**src/rtl/axis_frame_align_pkg.sv**
```systemverilog
// axis_frame_align_pkg: shared state encoding and error-counter limits for axis_frame_align
package axis_frame_align_pkg;
  typedef enum logic {HUNT, PASS} state_t;
  localparam int ERRCNT_BITS = 16;
  localparam logic [63:0] ERRCNT_MAX = '1;
endpackage

```
**src/rtl/axis_frame_align_pos.sv**
```systemverilog
// frame_pos_cnt: latched frame size, column/row position and expected marker decode
module frame_pos_cnt #(
  parameter int C_IMG_WBITS = 12,
  parameter int C_IMG_HBITS = 12
)(
  input  logic                   f2s_aclk,
  input  logic                   resetn,
  input  logic                   load,
  input  logic                   advance,
  input  logic [C_IMG_WBITS-1:0] width,
  input  logic [C_IMG_HBITS-1:0] height,
  output logic                   exp_sof,
  output logic                   exp_eol,
  output logic                   load_eol
);
  logic [C_IMG_WBITS-1:0] w_lat, col, cw, cb, nc;
  logic [C_IMG_HBITS-1:0] h_lat, row, ch, rb, nr;
  logic eol_b;
  // A load beat occupies position (0,0) itself, so the counters step past it immediately
  always_comb begin
    cw = load ? width : w_lat;
    ch = load ? height : h_lat;
    cb = load ? '0 : col;
    rb = load ? '0 : row;
    eol_b = cb == cw - 1'b1;
    nc = eol_b ? '0 : cb + 1'b1;
    nr = !eol_b ? rb : rb == ch - 1'b1 ? '0 : rb + 1'b1;
  end
  assign exp_sof = col == '0 && row == '0;
  assign exp_eol = col == w_lat - 1'b1;
  assign load_eol = width == C_IMG_WBITS'(1);
  always_ff @(posedge f2s_aclk)
    if (!resetn) begin
      w_lat <= '0;
      h_lat <= '0;
      col <= '0;
      row <= '0;
    end else if (load || advance) begin
      w_lat <= cw;
      h_lat <= ch;
      col <= nc;
      row <= nr;
    end
endmodule

```
**src/rtl/axis_frame_align.sv**
```systemverilog
// axis_frame_align: realigns an AXIS pixel stream to img_width x img_height frames with regenerated markers
// AXIS_FRAME_ALIGN_ERRCNT_EN adds saturating sof/eol error counters
module axis_frame_align
  import axis_frame_align_pkg::*;
#(
  parameter int C_PIXEL_WIDTH = 8,
  parameter int C_IMG_WBITS = 12,
  parameter int C_IMG_HBITS = 12
`ifdef AXIS_FRAME_ALIGN_ERRCNT_EN
  , parameter int C_ERRCNT_BITS = ERRCNT_BITS
`endif
)(
  input  logic                     f2s_aclk,
  input  logic                     resetn,
  input  logic [C_IMG_WBITS-1:0]   img_width,
  input  logic [C_IMG_HBITS-1:0]   img_height,
  input  logic                     s_axis_tvalid,
  output logic                     s_axis_tready,
  input  logic [C_PIXEL_WIDTH-1:0] s_axis_tdata,
  input  logic                     s_axis_tuser,
  input  logic                     s_axis_tlast,
  output logic                     m_axis_tvalid,
  input  logic                     m_axis_tready,
  output logic [C_PIXEL_WIDTH-1:0] m_axis_tdata,
  output logic                     m_axis_tuser,
  output logic                     m_axis_tlast,
  output logic                     in_sync,
  output logic                     sof_err,
  output logic                     eol_err
`ifdef AXIS_FRAME_ALIGN_ERRCNT_EN
  , output logic [C_ERRCNT_BITS-1:0] sof_err_cnt
  , output logic [C_ERRCNT_BITS-1:0] eol_err_cnt
`endif
);
  state_t state;
  logic acc, pass, zero, load, advance, fwd, exp_sof, exp_eol, load_eol;
  assign s_axis_tready = ~m_axis_tvalid | m_axis_tready;
  assign acc = s_axis_tvalid & s_axis_tready;
  assign pass = state == PASS;
  assign zero = img_width == '0 || img_height == '0;
  assign load = acc & s_axis_tuser & ~zero;
  assign advance = acc & pass & ~s_axis_tuser & ~exp_sof;
  assign fwd = load | advance;
  assign in_sync = pass;
  frame_pos_cnt #(.C_IMG_WBITS(C_IMG_WBITS), .C_IMG_HBITS(C_IMG_HBITS)) u_pos (
    .f2s_aclk(f2s_aclk),
    .resetn(resetn),
    .load(load),
    .advance(advance),
    .width(img_width),
    .height(img_height),
    .exp_sof(exp_sof),
    .exp_eol(exp_eol),
    .load_eol(load_eol)
  );
  // Every accepted beat that is not forwarded leaves the block hunting for the next frame start
  always_ff @(posedge f2s_aclk)
    if (!resetn) begin
      state <= HUNT;
      m_axis_tvalid <= 1'b0;
      m_axis_tdata <= '0;
      m_axis_tuser <= 1'b0;
      m_axis_tlast <= 1'b0;
      sof_err <= 1'b0;
      eol_err <= 1'b0;
    end else begin
      if (acc) state <= fwd ? PASS : HUNT;
      m_axis_tvalid <= acc ? fwd : m_axis_tvalid & ~m_axis_tready;
      if (fwd) begin
        m_axis_tdata <= s_axis_tdata;
        m_axis_tuser <= load;
        m_axis_tlast <= load ? load_eol : exp_eol;
      end
      sof_err <= acc & pass & (s_axis_tuser != exp_sof);
      eol_err <= acc & pass & (s_axis_tlast != exp_eol);
    end
`ifdef AXIS_FRAME_ALIGN_ERRCNT_EN
  always_ff @(posedge f2s_aclk)
    if (!resetn) begin
      sof_err_cnt <= '0;
      eol_err_cnt <= '0;
    end else begin
      if (sof_err && sof_err_cnt != C_ERRCNT_BITS'(ERRCNT_MAX)) sof_err_cnt <= sof_err_cnt + 1'b1;
      if (eol_err && eol_err_cnt != C_ERRCNT_BITS'(ERRCNT_MAX)) eol_err_cnt <= eol_err_cnt + 1'b1;
    end
`endif
endmodule

```
**config.mk**
```make
export PLATFORM = sky130hd
export DESIGN_NAME = axis_frame_align
export DESIGN_NICKNAME = d
export VERILOG_FILES = /design/src/rtl/axis_frame_align_pkg.sv /design/src/rtl/axis_frame_align_pos.sv /design/src/rtl/axis_frame_align.sv
export SDC_FILE = /design/constraint.sdc
export NUM_CORES = 1
export LEC_CHECK = 0
export ABC_CLOCK_PERIOD_IN_PS = 13920
export CELL_PAD_IN_SITES_DETAIL_PLACEMENT = 1
export CELL_PAD_IN_SITES_GLOBAL_PLACEMENT = 1
export CORE_MARGIN = 2
export CORE_UTILIZATION = 46
export CTS_BUF_LIST = sky130_fd_sc_hd__clkbuf_8
export DETAILED_ROUTE_END_ITERATION = 12
export GPL_TIMING_DRIVEN = 0
export PLACE_DENSITY_LB_ADDON = 0.1
export SYNTH_ARGS = -nofsm -noshare
export SYNTH_HDL_FRONTEND = slang
export SYNTH_SLANG_ARGS = --single-unit
```
**constraint.sdc**
```tcl
create_clock -name f2s_aclk -period 13.92 [get_ports f2s_aclk]
set_input_delay 1.392 -clock f2s_aclk [delete_from_list [all_inputs] [get_ports f2s_aclk]]
set_output_delay 1.392 -clock f2s_aclk [all_outputs]
set_load 0.01 [all_outputs]
```
==> metrics.yaml, run 1 <==
outcome:
  outcome: "finished, final reports clean"
sta:
  timing.fmax_ghz: 0.126
  finalClockSkew_ps: 15.9
  worstMarginPinSlew_ps: 969
  max-slew-margin-rel_pct: 34.9
  final_hold_viol_count: 0
  drv_slew: 0
  setup_violations: 0
  finalCritPeriodShare_pct: 56.8
  setup_tns_ps: 0
  rsz0062_at_grt: "no"
  period_needed_ps: 7910
synthesis:
  synth_ff_type: "dfxtp_1"
  synth-edff-count: 0
  syn_area_per_cell_um2: 7.25
  synth.largest_area_cell: "dfxtp_1"
  synth_top_area_share_pct: 27.8
  yosysUniqueCellTypes: 71
  synthTopCellsByArea: "dfxtp_1, nand2_1, xnor2_1"
  synth_nets: 658
  synth_common_cells: "nand2_1, dfxtp_1, a21oi_1"
  syn_inst: 615
  yosysSeqAreaShare_pct: 27.8
  yosysMostFrequentCell: "nand2_1"
  ys_async_sr_fraction_pct: 0
  yosysWarnings: 0
  netlist_area_mm2: 0.00446
  ys_ff_latch: 62
routing:
  drcViolationCount: 0
  wl_um: 16600
  drt_first_pass_iters: 5
  drtIter0Drc: 297
  vias: 5202
  drt-vias-per-instance: 6.41
  wire_per_inst_um: 20.4
  ant_nets: 0
critical_path:
  r2r_cells: 18
  crit_end: "u_pos.row[1]"
  ff2ff_setup_slack_ps: 8160
  cp-end-kind: "register"
  r2r-end: "u_pos.row[1]"
  arrival_ps: 8150
  crit_required_ps: 14160
  worstPathMaxFanout: 10
  worstSetupStartpointType: "input port"
  reg2reg_from: "m_axis_tvalid"
  crit_type: "in -> reg"
  worstSetupStartpoint: "img_width[5]"
power:
  p_int_mw: 0.297
  p_sw_mw: 0.150
  power_leakage_nw: 1.80
  sequentialPowerShare_pct: 42.3
  combPwrFrac_pct: 24.2
  p_clk_share_pct: 33.5
  swShare_pct: 33.6
  peakVddDrop_uv: 45.0
  powerDensity_mw_per_mm2: 84.2
flow_run:
  drv_cap: 0
grt:
  grt.total_usage_pct: 33.1
  grt_overflow: 0
  grt_pass1_wl_um: 26800
  grt_pass1_vias: 5170
  grt_max_degree: 12
  antenna_found_initial: 0
floorplanning:
  start_util_pct: 47.8
  chipWidth_um: 102
  core_mm2: 0.00933
  rows: 35
  pin_count: 53
  die_height_um: 102
  die_area_mm2: 0.0105
clocking:
  clock-sinks: 62
  h-tree-depth: 3
  cts_buffer_depth: 2
  numCtsBuffers: 9
  clk_latency_ps: 360
  path_clk_slew_ps: 90
  cts_hold_buf: 0
  cts_root_buffer: "clkbuf_8"
  postCtsSetupBuffers: 0
  cts_tree: "built"
  cts_resized: 0
hold_path:
  hold_path.class: "reg -> reg"
place:
  gp_congestion: 0.913
  dpl.hpwl_um: 12300
  port-buffer-count: 51
  dpl_cell_area_mm2: 0.00513
cells_and_area:
  fin_area_mm2: 0.00531
  fillCellCount: 1229
  syn_to_final_growth_pct: 19.0
  fin_nets: 720
  final-seq-area_mm2: 0.00124
  diodes: 0
  drive_above_1_share_pct: 4.69
  multiInputGateArea_mm2: 0.00301
## kinds of logic (layout without fill, tap and decap cells)
family / after synthesis / in the layout / share of synthesized area (%)
xor gates and xnor gates: 39 / 39 / 7.66
buffers and inverters: 51 / 118 / 4.55
adders and majority gates: 5 / 5 / 1.40
DFF: 62 / 62 / 27.8
and+or+nand+nor: 308 / 308 / 35.7
AOI/OAI and AO/OA: 144 / 144 / 21.5
muxes: 6 / 6 / 1.35
## power by group through the flow
stage               Combinational [mW]  Sequential (mW)  Clock, mW
detailed placement               0.106            0.193          0
CTS                              0.107            0.189      0.151
global route                     0.118            0.190      0.159
global placement                 0.102            0.192          0
floorplan                       0.0672            0.192          0
finish                           0.108            0.189      0.150
## critical path, cell delays in order
cell and delay [ps]:
clkdlybuf4s50_1 550, nor4_1 760, nand2_1 390, o211ai_1 610
clkbuf_1 490, clkbuf_1 440, clkbuf_1 560, a22oi_1 210
ha_1 390, and2_1 230, or2_2 290, o2111ai_1 250
o221ai_1 300, nor4_4 400, nand3_4 200, clkbuf_1 330
o211ai_1 250, o31ai_1 90
## through the flow
stage / utilization (%) / cells / power, mW / setup slack, ps / hold WS, ps
after detailed placement: 55.0 / 795 / 0.299 / 5850 / 450
after floorplan: - / 615 / 0.259 / 7830 / 448
final: 56.9 / 811 / 0.447 / 6010 / 452
after CTS: 56.9 / 811 / 0.446 / 6210 / 460
after global routing: 56.9 / 811 / 0.467 / 5570 / 483
after global placement: 55.0 / 795 / 0.295 / 6080 / 437
## cell type report
cell class                 instances  area share (%)
tap                              129            3.04
clock inverter                     6           0.708
multi-input combinational        502            56.8
buffer                            43            3.25
inverter                           8           0.566
clock buffer                      10            2.59
sequential                        62            23.4
timing repair buffer              51            9.62
## state kept, by name, indices dropped and copies added (netlist names)
name / cells
m_axis_tlast: 1
m_axis_tdata: 8
u_pos.row: 12
u_pos.h_lat: 12
m_axis_tuser: 1
m_axis_tvalid: 1
eol_err: 1
u_pos.col: 12
u_pos.w_lat: 12
in_sync: 1
sof_err: 1
## worst min path at each step
stage / startpoint / to / slack (ps) / cells after the start
detailed placement: m_axis_tdata[6] / m_axis_tdata[6] / 450 / 2
global placement: m_axis_tdata[5] / m_axis_tdata[5] / 440 / 2
CTS: m_axis_tdata[6] / m_axis_tdata[6] / 460 / 2
finish: m_axis_tdata[6] / m_axis_tdata[6] / 450 / 2
floorplan: u_pos.h_lat[11] / u_pos.h_lat[11] / 450 / 2
global route: m_axis_tdata[1] / m_axis_tdata[1] / 480 / 2
## routing by layer
layer	track usage [%]	wire length [um]
met4	12.8	437
met1	41.6	6890
met3	5.13	1150
met2	56.9	8090
met5	0	0
## cell usage in the layout (no fill, tap or decap), types with 6 or more instances in the layout
master           synthesis  routed
inv_1                    8       9
nor3_1                  30      30
nor2_1                  46      46
nor4_1                  18      18
clkbuf_1                38      38
o211ai_1                 9       9
nand4_1                 17      17
a21oi_1                 47      47
o21ai_0                 27      27
nand3_1                 28      28
a31oi_1                 11      11
clkdlybuf4s50_1          0      51
clkbuf_8                 0      10
xor2_1                  11      11
or4_1                    6       6
xnor2_1                 28      28
nand2_1                100     100
and2_1                  12      12
and3_1                  11      11
dfxtp_1                 62      62
mux2i_1                  6       6
Power figures use the tool's default switching activity.
==> inputs of run 2 (changes only) <==
- ABC_CLOCK_PERIOD_IN_PS: 13920 -> 7900
- CORE_UTILIZATION: 46 -> 42
- clock period: 13.92 -> 7.9 ns (I/O delays scaled with it)
==> run 2 against run 1 <==
Effect of this change:
- first-iteration DRC count down 4.0%
- via count decreased by 3.0%
- cell area grew 1.2%
- non-clock buffer count is the same
- clock skew is essentially flat
- register-to-register slack worse by 6200 ps
- sequential share of layout area is 0.27 points lower
- combinational power is 78% higher
- hold slack improved by 3.9 ps
- clock-buffer cell count stayed put
- utilization down 4.9 points
- critical endpoint is now u_pos.row[10]
- largest power group unchanged
- highest routed layer unchanged
==> metrics.yaml, run 2 (same netlist as run 1, synthesis figures left out) <==
routing:
  drcViolationCount: 0  # unchanged
  wire_per_inst_um: 20.5  # +0.42%
  highest_layer: "met4"
  drt-met1-wl_um: 7280  # +5.7%
  drt_first_pass_iters: 5  # unchanged
  ant_nets: 0  # unchanged
  wl_met3_um: 815  # -29%
  wl_um: 16800  # +1.3%
  drtIter0Drc: 285  # -4.0%
  drt-vias-per-instance: 6.17  # -3.8%
  wl_met2_um: 8080  # -0.17%
  vias: 5048  # -3.0%
hold_path:
  hold_depth: 2  # unchanged
  hold_path.class: "reg -> reg"
  hold_path_end: "m_axis_tdata[6]"
  worstHoldStart: "m_axis_tdata[6]"
cells_and_area:
  diodes: 0  # unchanged
  fin_nets: 720  # unchanged
  fillCellCount: 1333  # +8.5%
  mostFrequentLayoutCells: "nand2_1, dfxtp_1, clkdlybuf4s50_1, a21oi_1, nor2_1"
  syn_to_final_growth_pct: 20.4
  layout_commonest_cell: "nand2_1"
  fin_util_pct: 52.0  # -4.9 points
  drive_above_1_share_pct: 4.84  # +0.15 points
critical_path:
  crit_type: "in -> reg"
  worstPathMaxFanout: 10  # unchanged
  r2r_cells: 17  # -1
  crit_required_ps: 8150  # -6010 ps
  reg2reg_from: "m_axis_tvalid"
  crit_slowest_cell: "or4_4"
  crit_top_cell: "clkbuf_1"
  worstSetupStartpoint: "img_height[5]"
  r2r-end: "u_pos.row[10]"
  slowest_delay_ps: 590  # -170 ps
  cp-end-kind: "register"
  arrival_ps: 7410  # -740 ps
  worstSetupStartpointType: "input port"
  ff2ff_setup_slack_ps: 1990  # -6170 ps
  crit_chain: "clkdlybuf4s50_1 -> or4_4 -> or4_1 -> buf_2 -> o211ai_1 -> clkbuf_1 -> clkbuf_1 -> clkbuf_1 -> a22oi_1 -> ha_1 -> and2_1 -> or2_2 -> o2111ai_1 -> o221ai_1 -> nor3_1 -> nand3_1 -> or3b_1 -> a32o_1"
clocking:
  h-tree-depth: 3  # unchanged
  path_clk_slew_ps: 80  # about the same
  cts_tree: "built"
  clock-sinks: 62  # unchanged
  cts_root_buffer: "clkbuf_8"
  cts_buffer_depth: 2  # unchanged
  numCtsBuffers: 9  # unchanged
  clk_latency_ps: 360  # about the same
power:
  sequentialPowerShare_pct: 39.0  # -3.3 points
  p_sw_mw: 0.266  # +77%
  p_int_mw: 0.587  # +98%
  power_mw: 0.853  # +91%
  power_leakage_nw: 1.83  # +1.4%
  swShare_pct: 31.1  # -2.5 points
  p_clk_share_pct: 38.6  # +5.1 points
  powerDensity_mw_per_mm2: 159  # +89%
  peakVddDrop_uv: 80.8  # +80%
  combPwrFrac_pct: 22.5  # -1.7 points
floorplanning:
  die_height_um: 107  # +4.5%
  chipWidth_um: 107  # +4.5%
  pin_count: 53  # unchanged
  die_area_mm2: 0.0115  # +9.1%
  core_mm2: 0.0103  # +11%
  start_util_pct: 43.2  # -4.6 points
  rows: 37  # +5.7%
sta:
  setup_tns_ps: 0  # unchanged
  worstMarginPinSlew_ps: 1060  # +91.7 ps
  timing.fmax_ghz: 0.140
  finalCritPeriodShare_pct: 90.7
  drv_slew: 0  # unchanged
  max-slew-margin-rel_pct: 28.8  # -6.2 points
  rsz0062_at_grt: "no"
  worst_slack_ps: 737  # -5270 ps
  period_needed_ps: 7160
  setup_violations: 0  # unchanged
  final_hold_viol_count: 0  # unchanged
  finalClockSkew_ps: 16.0  # +0.0848 ps
place:
  gp_congestion: 0.920  # +0.71%
  dpl.hpwl_um: 12600  # +2.3%
  dp_slack_ps: 315  # -5540 ps
  port-buffer-count: 51  # unchanged
grt:
  grt_pass1_vias: 5180  # +0.19%
  grt.total_usage_pct: 30.4  # -2.8 points
  grt_overflow: 0  # unchanged
  antenna_found_initial: 0  # unchanged
  grt_max_degree: 12  # unchanged
  grt_pass1_wl_um: 27200  # +1.4%
outcome:
  outcome: "finished, final reports clean"
flow_run:
  drv_cap: 0  # unchanged
==> run 2: what timing repair did <==
action	CTS	global route
setup buffers	0	0
hold buffers	0	0
endpoints found under the setup margin	0	5
resized for setup	0	1
==> run 2: cell type report <==
| type | instances | area, um2 | share of cell area [%] |
|---|---|---|---|
| Multi-Input combinational cell | 502 | 3020 | 56.3 |
| Sequential cell | 62 | 1240 | 23.1 |
| Timing Repair Buffer | 51 | 510 | 9.51 |
| Buffer | 43 | 173 | 3.22 |
| Tap cell | 136 | 170 | 3.17 |
| Clock buffer | 10 | 138 | 2.56 |
| Clock inverter | 6 | 85.1 | 1.59 |
| Inverter | 8 | 30.0 | 0.559 |
==> run 2: critical path: cells and delay by family <==
family,cells,cell delay (ps)
and+or+nand+nor,7,2810
buffers and inverters,5,2160
adders and majority gates,1,380
AOI/OAI and AO/OA,5,1270
==> run 2: power by group through the flow <==
stage / Sequential (mW) / Clock (mW) / Combinational, mW
3_5_place_dp: 0.340 / 0 / 0.189
2_1_floorplan: 0.338 / 0 / 0.118
6_report: 0.332 / 0.329 / 0.192
3_3_place_gp: 0.339 / 0 / 0.181
5_1_grt: 0.334 / 0.345 / 0.210
4_1_cts: 0.332 / 0.333 / 0.190
==> run 2: worst max path at each step <==
stage               endpoint  slack [ps]  cells past startpoint
6_report       u_pos.row[10]         740                     18
5_1_grt        u_pos.row[10]         350                     17
4_1_cts        u_pos.row[10]         620                     17
3_5_place_dp   u_pos.row[10]         310                     17
3_3_place_gp   u_pos.row[10]         540                     17
2_1_floorplan   u_pos.row[8]        2410                     18
==> run 2: through the flow <==
stage               hold WS, ps  area, um2  instances
floorplan                   448       4460        615
global placement            439       5140        802
detailed placement          447       5140        802
CTS                         457       5360        818
global route                481       5370        818
finish                      456       5370        818
==> run 2: per-layer routing <==
| layer | up-vias | global-route usage [%] |
|---|---|---|
| met2 | 162 | 50.9 |
| met3 | 48 | 5.84 |
| met1 | 2447 | 38.0 |
| met4 | 0 | 12.5 |
| met5 | - | 0 |
| li1 | 2391 | - |
==> inputs of run 3 (changes only) <==
- CTS_CLUSTER_DIAMETER: unset -> 120
==> results of run 3 <==
Same layout as run 2: the final DEF is identical, and so are final timing and power.
